===== src/rtl/eth100_pkg.sv =====
// eth100_pkg: shared constants and types for the 100Base MII receive/transmit paths.
package eth100_pkg;
    typedef enum logic [1:0] {ST_IDLE, ST_PREAMBLE, ST_DATA, ST_DROP} rx_state_e;
    localparam logic [3:0] PREAMBLE_NIB = 4'h5;
    localparam logic [3:0] SFD_NIB = 4'hD;
    localparam logic [31:0] CRC32_POLY_REFL = 32'hEDB88320;
    localparam logic [31:0] CRC32_INIT = 32'hFFFFFFFF;
    localparam logic [31:0] CRC32_RESIDUE = 32'hDEBB20E3;
    localparam int ERR_LEN = 3;
    localparam int ERR_RUNT = 2;
    localparam int ERR_ALIGN = 1;
    localparam int ERR_RXER = 0;
endpackage


===== src/rtl/crc32_nib_step.sv =====
// crc32_nib_step: reflected CRC-32 advanced by one nibble, LSB first.
module crc32_nib_step
    import eth100_pkg::*;
(
    input  logic [31:0] crc_in,
    input  logic [3:0]  nib,
    output logic [31:0] crc_out
);
    always_comb begin
        crc_out = crc_in;
        for (int i = 0; i < 4; i++)
            crc_out = (crc_out >> 1) ^ ((crc_out[0] ^ nib[i]) ? CRC32_POLY_REFL : 32'h0);
    end
endmodule


===== src/rtl/mii_rx_100base.sv =====
// mii_rx_100base: MII nibble receiver; strips preamble/SFD, assembles bytes,
// checks the CRC-32 residue and reports per-frame status.
module mii_rx_100base
    import eth100_pkg::*;
#(
    parameter int MIN_BYTES = 64,
    parameter int MAX_BYTES = 1518,
    parameter int MAX_PREAMBLE = 15
) (
    input  logic        clk_25Mz,
    input  logic        reset,
    input  logic        RX_DV,
    input  logic        RX_ER,
    input  logic [3:0]  RXD,
    output logic [7:0]  rx_byte,
    output logic        rx_byte_valid,
    output logic        rx_sof,
    output logic        rx_eof,
    output logic        crc_ok,
    output logic [3:0]  frame_err,
    output logic [15:0] byte_cnt,
    output logic        check_receive
);
    localparam logic [15:0] MIN_B = 16'(MIN_BYTES);
    localparam logic [15:0] MAX_B1 = 16'(MAX_BYTES + 1);
    localparam logic [7:0] MAX_PRE = 8'(MAX_PREAMBLE);

    rx_state_e   state_q, state_d;
    logic [7:0]  pre_cnt_q, pre_cnt_d;
    logic [3:0]  low_q, low_d;
    logic        phase_q, phase_d;
    logic [31:0] crc_q, crc_d, crc_nxt;
    logic        rx_er_q, rx_er_d;
    logic        len_err_q, len_err_d;
    logic        data_drop_q, data_drop_d;
    logic [7:0]  rx_byte_q, rx_byte_d;
    logic        valid_q, valid_d;
    logic        sof_q, sof_d;
    logic        eof_q, eof_d;
    logic        crc_ok_q, crc_ok_d;
    logic [3:0]  frame_err_q, frame_err_d;
    logic [15:0] byte_cnt_q, byte_cnt_d, next_cnt;
    logic        check_q, check_d;
    logic        fall;

    crc32_nib_step u_crc (.crc_in(crc_q), .nib(RXD), .crc_out(crc_nxt));

    always_comb begin
        state_d = state_q;
        pre_cnt_d = pre_cnt_q;
        low_d = low_q;
        phase_d = phase_q;
        crc_d = crc_q;
        rx_er_d = rx_er_q;
        len_err_d = len_err_q;
        data_drop_d = data_drop_q;
        rx_byte_d = rx_byte_q;
        valid_d = 1'b0;
        sof_d = 1'b0;
        eof_d = 1'b0;
        crc_ok_d = crc_ok_q;
        frame_err_d = frame_err_q;
        byte_cnt_d = byte_cnt_q;
        check_d = check_q;
        next_cnt = byte_cnt_q + 16'd1;
        fall = !RX_DV && (state_q == ST_DATA || (state_q == ST_DROP && data_drop_q));
        case (state_q)
            ST_IDLE: if (RX_DV) begin
                state_d = (RXD == PREAMBLE_NIB) ? ST_PREAMBLE : ST_DROP;
                pre_cnt_d = 8'd1;
                data_drop_d = 1'b0;
            end
            ST_PREAMBLE:
                if (!RX_DV) state_d = ST_IDLE;
                else if (RXD == PREAMBLE_NIB) begin
                    pre_cnt_d = pre_cnt_q + 8'd1;
                    if (pre_cnt_q >= MAX_PRE) state_d = ST_DROP;
                end else if (RXD == SFD_NIB) begin
                    state_d = ST_DATA;
                    byte_cnt_d = 16'd0;
                    crc_d = CRC32_INIT;
                    phase_d = 1'b0;
                    rx_er_d = 1'b0;
                    len_err_d = 1'b0;
                end else state_d = ST_DROP;
            ST_DATA: if (RX_DV) begin
                crc_d = crc_nxt;
                rx_er_d = rx_er_q | RX_ER;
                phase_d = ~phase_q;
                low_d = phase_q ? low_q : RXD;
                if (phase_q) begin
                    byte_cnt_d = next_cnt;
                    // The byte that overflows the limit is counted but never delivered.
                    if (next_cnt == MAX_B1) begin
                        len_err_d = 1'b1;
                        state_d = ST_DROP;
                        data_drop_d = 1'b1;
                    end else begin
                        rx_byte_d = {RXD, low_q};
                        valid_d = 1'b1;
                        sof_d = byte_cnt_q == 16'd0;
                    end
                end
            end
            ST_DROP: if (!RX_DV) state_d = ST_IDLE;
            default: state_d = ST_IDLE;
        endcase
        if (fall) begin
            state_d = ST_IDLE;
            eof_d = 1'b1;
            frame_err_d = {len_err_q, byte_cnt_q < MIN_B, phase_q, rx_er_q};
            crc_ok_d = crc_q == CRC32_RESIDUE && !phase_q;
            check_d = check_q | (crc_ok_d && frame_err_d == 4'd0);
        end
    end

    always_ff @(posedge clk_25Mz) begin
        if (reset) begin
            state_q <= ST_IDLE;
            pre_cnt_q <= '0;
            low_q <= '0;
            phase_q <= 1'b0;
            crc_q <= CRC32_INIT;
            rx_er_q <= 1'b0;
            len_err_q <= 1'b0;
            data_drop_q <= 1'b0;
            rx_byte_q <= '0;
            valid_q <= 1'b0;
            sof_q <= 1'b0;
            eof_q <= 1'b0;
            crc_ok_q <= 1'b0;
            frame_err_q <= '0;
            byte_cnt_q <= '0;
            check_q <= 1'b0;
        end else begin
            state_q <= state_d;
            pre_cnt_q <= pre_cnt_d;
            low_q <= low_d;
            phase_q <= phase_d;
            crc_q <= crc_d;
            rx_er_q <= rx_er_d;
            len_err_q <= len_err_d;
            data_drop_q <= data_drop_d;
            rx_byte_q <= rx_byte_d;
            valid_q <= valid_d;
            sof_q <= sof_d;
            eof_q <= eof_d;
            crc_ok_q <= crc_ok_d;
            frame_err_q <= frame_err_d;
            byte_cnt_q <= byte_cnt_d;
            check_q <= check_d;
        end
    end

    assign rx_byte = rx_byte_q;
    assign rx_byte_valid = valid_q;
    assign rx_sof = sof_q;
    assign rx_eof = eof_q;
    assign crc_ok = crc_ok_q;
    assign frame_err = frame_err_q;
    assign byte_cnt = byte_cnt_q;
    assign check_receive = check_q;
endmodule

===== config.mk =====
export PLATFORM = sky130hd
export DESIGN_NAME = mii_rx_100base
export DESIGN_NICKNAME = d
export VERILOG_FILES = /design/src/rtl/eth100_pkg.sv /design/src/rtl/crc32_nib_step.sv /design/src/rtl/mii_rx_100base.sv
export SDC_FILE = /design/constraint.sdc
export NUM_CORES = 1
export LEC_CHECK = 0
export CAP_MARGIN = 5
export CORE_MARGIN = 1.5
export CORE_UTILIZATION = 40
export CTS_CLUSTER_SIZE = 40
export DETAILED_ROUTE_END_ITERATION = 6
export GPL_TIMING_DRIVEN = 0
export PLACE_DENSITY_LB_ADDON = 0.05
export SYNTH_ARGS = -nofsm -noshare
export SYNTH_HDL_FRONTEND = slang
export SYNTH_SLANG_ARGS = --single-unit

===== constraint.sdc =====
create_clock -name clk_25Mz -period 6.4 [get_ports clk_25Mz]
set_clock_uncertainty 0.2 [all_clocks]
set_input_delay 1.28 -clock clk_25Mz [delete_from_list [all_inputs] [get_ports clk_25Mz]]
set_output_delay 1.28 -clock clk_25Mz [all_outputs]
set_load 0.1 [all_outputs]

# == After elaboration in Yosys (flattened, before gate mapping) ==
# Index checks and enable logic that the tools add are counted.
# totals
register_bits,83
in_bits,8
out_inout_bits,33
wordCells,120
# classes
add_sub_neg,2
order_cmp,2
n_eq_ne,17
n_mux,45
bitwise_logic,14
reduce_logical,24
# ops
cell,count
two-way mux 32 bit,8
bitwise XOR 31 x 32 -> 32 bit,4
two-way mux 16 bit,5
case mux 32 bit (2 select lines),1
"== test 32 bit, second input constant",1
case mux 16 bit (2 select lines),1
two-way mux 8 bit,3
two-way mux 2 bit,9
"adder 16 x 1 -> 16 bit, second input constant",1
"== test 16 x 11 -> 1 bit, second input constant",1
zero test 16 bit,1
"less-than comparator 16 x 7 -> 1 bit, second input constant",1
"!= test 2 bit, second input constant",8
case mux 8 bit (2 select lines),1
two-way mux 1 bit,12
AND reduction 6 bit,2
AND reduction 5 bit,2
"adder 8 x 1 -> 8 bit, second input constant",1
"greater-or-equal comparator 8 x 4 -> 1 bit, second input constant",1
case mux 1 bit (2 select lines),4
case mux 2 bit (4 select lines),1
AND reduction 4 bit,2
AND reduction 7 bit,1
nonzero test 2 bit,3
18 further kinds,30

# == Longest topological paths before layout ==
# Gate-level depths: netlist (run 1).
# depth
word_depth,14
mapped_depth,8

# == Modules after synthesis ==
# From an unflattened synthesis (run 1), not the netlist that was laid out.
# hier_totals
cells_unflattened,522
hier_area_um2,4635.7
# by_module_without_submodules
mod,n_inst,cells_each,area_per_inst_um2,seq_area_each_um2
mii_rx_100base,1,470,3822.4,1661.6
crc32_nib_step,1,52,813.3,0.0

# == Worst setup path before layout (run 1) ==
# OpenSTA, ideal clock, no wires.
# synth_timing
path_type,register to register
from,register byte_cnt_q[1] (netlist: byte_cnt[1])
to,register sof_q (netlist: rx_sof)
setup_time_ps,116
arrival_ps,2907
t_required_ps,6084
path_slack_ps,3177
path_stages_with_launch,9
path_buffers,1
synth_period_minus_slack_ps,3223
cell_sequence,dfxtp_1 -> ha_1 -> nand3_1 -> or4_4 -> mux2i_1 -> nor4b_2 -> a21oi_2 -> buf_6 -> and3b_1
# synth_via
elab_chain_cells,3
word_cells_on_any_way,4
classes_between,add/sub (1); eq/ne (1); reduce/logical (2)
# synth_lines
element,line,text
from (decl),mii_rx_100base.sv:42,"logic [15:0] byte_cnt_q, byte_cnt_d, next_cnt;"
from (signal assigned),mii_rx_100base.sv:150,byte_cnt_q <= byte_cnt_d;
adder 16 x 1 -> 16 bit,mii_rx_100base.sv:65,next_cnt = byte_cnt_q + 16'd1;
== test 16 x 11 -> 1 bit,mii_rx_100base.sv:94,if (next_cnt == MAX_B1) begin
OR reduction 5 bit (no source line),--,
to (signal assigned),mii_rx_100base.sv:129,sof_q <= 1'b0;
to (signal assigned),mii_rx_100base.sv:146,sof_q <= sof_d;
to (decl),mii_rx_100base.sv:38,"logic sof_q, sof_d;"
# Parallel ways exist; a longest one is shown, timed or not.
# A chain may end at the register's enable or synchronous reset.

# == Final worst setup path (run 1) ==
# layout_timing
from,input RXD[3]
to,register crc_q[20]
# layout_via
elab_chain_cells,5
word_cells_on_any_way,10
classes_between,eq/ne (4); mux (3); bitwise (2); reduce/logical (1)
# layout_lines
element,line,text
from (decl),mii_rx_100base.sv:14,"input logic [3:0] RXD,"
bitwise XOR 1 bit,crc32_nib_step.sv:12,crc_out = (crc_out >> 1) ^ ((crc_out[0] ^ nib[i]) ? CRC32_POLY_REFL : 32'h0);
two-way mux 32 bit,crc32_nib_step.sv:12,
bitwise XOR 31 x 32 -> 32 bit,crc32_nib_step.sv:12,
two-way mux 32 bit,mii_rx_100base.sv:86,ST_DATA: if (RX_DV) begin
case mux 32 bit (2 select lines),mii_rx_100base.sv:67,case (state_q)
to (signal assigned),mii_rx_100base.sv:140,crc_q <= crc_d;
to (decl),mii_rx_100base.sv:32,"logic [31:0] crc_q, crc_d, crc_nxt;"
# Parallel ways exist; a longest one is shown, timed or not. The select of a mux whose other input is x is not followed.

==> flow_metrics.env, run 1 <==
export IMPL_finalCriticalPeriod_ns=3.66
export IMPL_ys_types=56
export IMPL_r2r_cells=8
export IMPL_seqPwrFrac_pct=53.4
export IMPL_io_buffers=39
export IMPL_dieHeight_um=104
export IMPL_syn_nets=484
export IMPL_seqCellArea_mm2=0.00166
export IMPL_ant_nets=0
export IMPL_design_core_area_mm2=0.00982
export IMPL_cts_tree="built"
export IMPL_syn_area_mm2=0.00408
export IMPL_synthXorXnorAreaFrac_pct=10.7
export IMPL_drt_vias_per_instance=5.31
export IMPL_ys_seq_area_share_pct=40.7
export IMPL_htreeDepth=3
export IMPL_area_growth_pct=18.0
export IMPL_synth_edf_count=0
export IMPL_drt_total_wl_um=10300
export IMPL_hold_class="flip-flop to flip-flop"
export IMPL_grt_max_degree=15
export IMPL_clock_path_buffers=2
export IMPL_dpl_cell_area_mm2=0.00463
export IMPL_reg2reg_slack_ns=3.42
export IMPL_clk_latency_ns=0.35
export IMPL_die_w_um=104
export IMPL_whs_path_depth=2
export IMPL_postCtsHoldBufs=0
export IMPL_cts_resized=0
export IMPL_cap_violations=0
export IMPL_synthAdderAreaFrac_pct=1.23
export IMPL_clock_fmax_ghz=0.273
export IMPL_cts_sinks=83
export IMPL_slew_viol_final=0
export IMPL_hpwl_um=7380
export IMPL_cp_required_ns=6.45
export IMPL_drt_iter0_markers=137
export IMPL_path_buf_inv=1
export IMPL_fill_cells=1023
export IMPL_path_cells="clkdlybuf4s50_1 -> xor2_1 -> xnor2_1 -> xor2_1 -> xnor2_1 -> o22ai_1 -> nand2b_1"
export IMPL_postCtsSetupBuffers=0
export IMPL_numCtsBuffers=9
export IMPL_outcome="completed"
export IMPL_async_reset_ff_share_pct=0
export IMPL_crit_type="input port to flip-flop"
export IMPL_worst_endpoint_arrival_ns=3.71
export IMPL_crit_slowest_cell="xor2_1"
export IMPL_synth_compound_area_share_pct=14.4
export IMPL_min_period_over_period_pct=57.2
export IMPL_worst_slack_ns=2.74
export IMPL_powerDensity_mw_per_mm2=209
export IMPL_vdd_drop_max_v=0.000109
export IMPL_synth_top_family_by_area="simple AND/OR/NAND/NOR gates"
export IMPL_post_drt_wl_per_cell_um=15.7
export IMPL_antenna_cells=0
export IMPL_drive_above_1_share_pct=5.50
export IMPL_comb_power_share_pct=11.7
export IMPL_layout_common_cells="83 x dfxtp_1, 49 x nand2b_1, 43 x nor2_1, 39 x clkdlybuf4s50_1, 33 x xnor2_1"
export IMPL_io_pins=41
export IMPL_end_kind="flip-flop"
export IMPL_tns_ns=0
export IMPL_clkPwrFrac_pct=34.9
export IMPL_r2r_end="rx_sof"
export IMPL_worstHoldEndpoint="rx_byte[0]"
export IMPL_multi_input_area_mm2=0.00226
export IMPL_layout_commonest_cell="dfxtp_1"
export IMPL_design_area_mm2=0.00481
export IMPL_worstMarginPinSlew_ns=0.979
export IMPL_std_cell_rows=36
export IMPL_synth_simple_area_share_pct=25.4
export IMPL_worstHoldStart="low_q[0]"
export IMPL_grt_pass1_vias=3356
export IMPL_antenna_found_initial=0
export IMPL_switchingPower_uw=277
export IMPL_leakage_uw=0.00163
export IMPL_p_sw_share_pct=27.6
export IMPL_die_area_mm2=0.0108
export IMPL_path_max_fanout=6
export IMPL_critPathMaxStageDelay_ns=0.68
export IMPL_synthCells=472
export IMPL_hold_viol_final=0
export IMPL_critPathLaunch="RXD[3]"
export IMPL_num_nets_final=534
export IMPL_p_int_uw=728
export IMPL_ys_flop_type="dfxtp_1"
export IMPL_grt_usage_pct=19.8
export IMPL_grt_first_pass_wirelength_um=17400
export IMPL_yosys_register_bits=83
export IMPL_grt_overflow=0
export IMPL_critical_path_top_delay_family="XOR/XNOR gates"
export IMPL_clk_pin_slew_worst_paths_ns=0.09
export IMPL_drt_drc_violations_left=0
export IMPL_start_kind="input port"
export IMPL_vias=3503
export IMPL_relSlewSlack_pct=34.5
export IMPL_setup_viol=0
export IMPL_gp_congestion=0.834
export IMPL_place_ws_ns=2.39
export IMPL_ys_warn_count=0
export IMPL_timing_rr_start="byte_cnt[0]"
export IMPL_synth_avg_cell_area_um2=8.64
export IMPL_synth_mux_area_share_pct=3.71
export IMPL_cts_root_buf="clkbuf_8"
export IMPL_initial_core_util_pct=41.5
export IMPL_firstDrtPassIters=4
export IMPL_rsz0062_at_grt="false"
-- logic make-up (layout without fill, tap and decap cells) --
| family | count (synthesis) | after routing |
|---|---|---|
| compound gates | 95 | 95 |
| xor+xnor | 50 | 50 |
| buf+inv | 38 | 93 |
| flops | 83 | 83 |
| mux | 15 | 15 |
| simple gates | 187 | 187 |
| fa+ha+maj | 4 | 4 |
-- area by class of cell --
| cell class | count | area share, % |
|---|---|---|
| inverter | 9 | 0.702 |
| buffer | 29 | 2.50 |
| timing repair buffer | 39 | 8.11 |
| multi-input combinational | 351 | 47.0 |
| clock inverter | 5 | 0.754 |
| tap | 133 | 3.46 |
| sequential | 83 | 34.5 |
| clock buffer | 11 | 2.94 |
-- metal layers --
metal	vias to the layer above	global-route usage [%]	share of wire [%]
li1	1764	-	-
met1	1628	28.0	50
met2	99	30.3	44
met3	12	3.20	5.5
met4	0	7.34	1.4
met5	-	0	0
-- power groups by stage --
stage | Combinational, uW | Clock, uW | Sequential [uW]
finish | 118 | 351 | 536
global route | 130 | 385 | 538
CTS | 118 | 363 | 536
detailed placement | 117 | 0 | 548
global placement | 117 | 0 | 548
floorplan | 82.2 | 0 | 551
-- worst min-delay path, stage by stage (launching register included) --
cell	delay, ns
dfxtp_1	0.32
nand2b_1	0.06
mux2i_1	0.06
-- state kept, by name, summed over array words and instances (netlist names) --
| name | flops |
|---|---|
| crc_q | 32 |
| byte_cnt | 16 |
| pre_cnt_q | 8 |
| rx_byte | 8 |
| frame_err | 4 |
| low_q | 4 |
| state_q | 2 |
| check_receive | 1 |
| crc_ok | 1 |
| data_drop_q | 1 |
| len_err_q | 1 |
| phase_q | 1 |
| rx_byte_valid | 1 |
| rx_eof | 1 |
| rx_er_q | 1 |
| rx_sof | 1 |
-- worst max path at each step --
| stage | slack (ns) | cells past startpoint | end |
|---|---|---|---|
| floorplan | 3.18 | 8 | rx_sof |
| global placement | 2.37 | 7 | crc_q[20] |
| detailed placement | 2.39 | 7 | crc_q[24] |
| CTS | 2.76 | 7 | crc_q[20] |
| global route | 2.56 | 7 | crc_q[23] |
| finish | 2.74 | 7 | crc_q[20] |
-- Yosys cell counts, drive strengths merged (3+ instances only) --
| library cell | count | share of area (%) |
|---|---|---|
| ha | 4 | 1.2 |
| nand3 | 24 | 3.3 |
| xnor2 | 33 | 7.1 |
| inv | 9 | 0.83 |
| nor2 | 43 | 4.0 |
| nor4 | 6 | 0.92 |
| a21o | 3 | 0.55 |
| mux2i | 14 | 3.4 |
| dfxtp | 83 | 41 |
| buf | 8 | 1.0 |
| clkbuf | 21 | 1.9 |
| a31oi | 6 | 0.92 |
| nand2 | 19 | 1.7 |
| a311oi | 3 | 0.64 |
| o21ai | 23 | 2.8 |
| nand3b | 3 | 0.55 |
| nand2b | 49 | 7.5 |
| nor4b | 3 | 0.80 |
| nand4b | 3 | 0.64 |
| xor2 | 17 | 3.7 |
| or3 | 5 | 0.80 |
| o22ai | 21 | 3.2 |
| and3 | 3 | 0.46 |
| a211oi | 3 | 0.55 |
| nand4 | 7 | 1.1 |
| nor3 | 11 | 1.5 |
| nor2b | 3 | 0.46 |
| a21oi | 22 | 2.8 |
-- through the flow --
stage          total power [uW]  hold slack, ns  cells  utilization [%]
2_1_floorplan               634           0.248    472                -
3_3_place_gp                666           0.256    644             47.2
3_5_place_dp                666           0.264    644             47.2
4_1_cts                    1020           0.274    660             49.0
5_1_grt                    1050           0.299    660             49.0
6_report                   1000           0.269    660             49.0
No activity file was read; power rests on OpenSTA's default activity.
==> run 2: changes to the inputs <==
==> constraint.sdc (replaced) <==
create_clock -name clk_25Mz -period 3.39 [get_ports clk_25Mz]
set_clock_uncertainty 0.2 [all_clocks]
set_input_delay 0.678 -clock clk_25Mz [delete_from_list [all_inputs] [get_ports clk_25Mz]]
set_output_delay 0.678 -clock clk_25Mz [all_outputs]
set_load 0.1 [all_outputs]
==> results of run 2 <==
The final DEF is identical to that of run 1. Status: completed.
Main changes from that run: setup slack after placement 2.39 ns -> -0.0229 ns; setup slack after layout 2.74 ns -> 0.330 ns; register-to-register setup slack 3.42 ns -> 0.41 ns; total power 1000 uW -> 1900 uW; worst IR drop on VDD 0.000109 V -> 0.000206 V
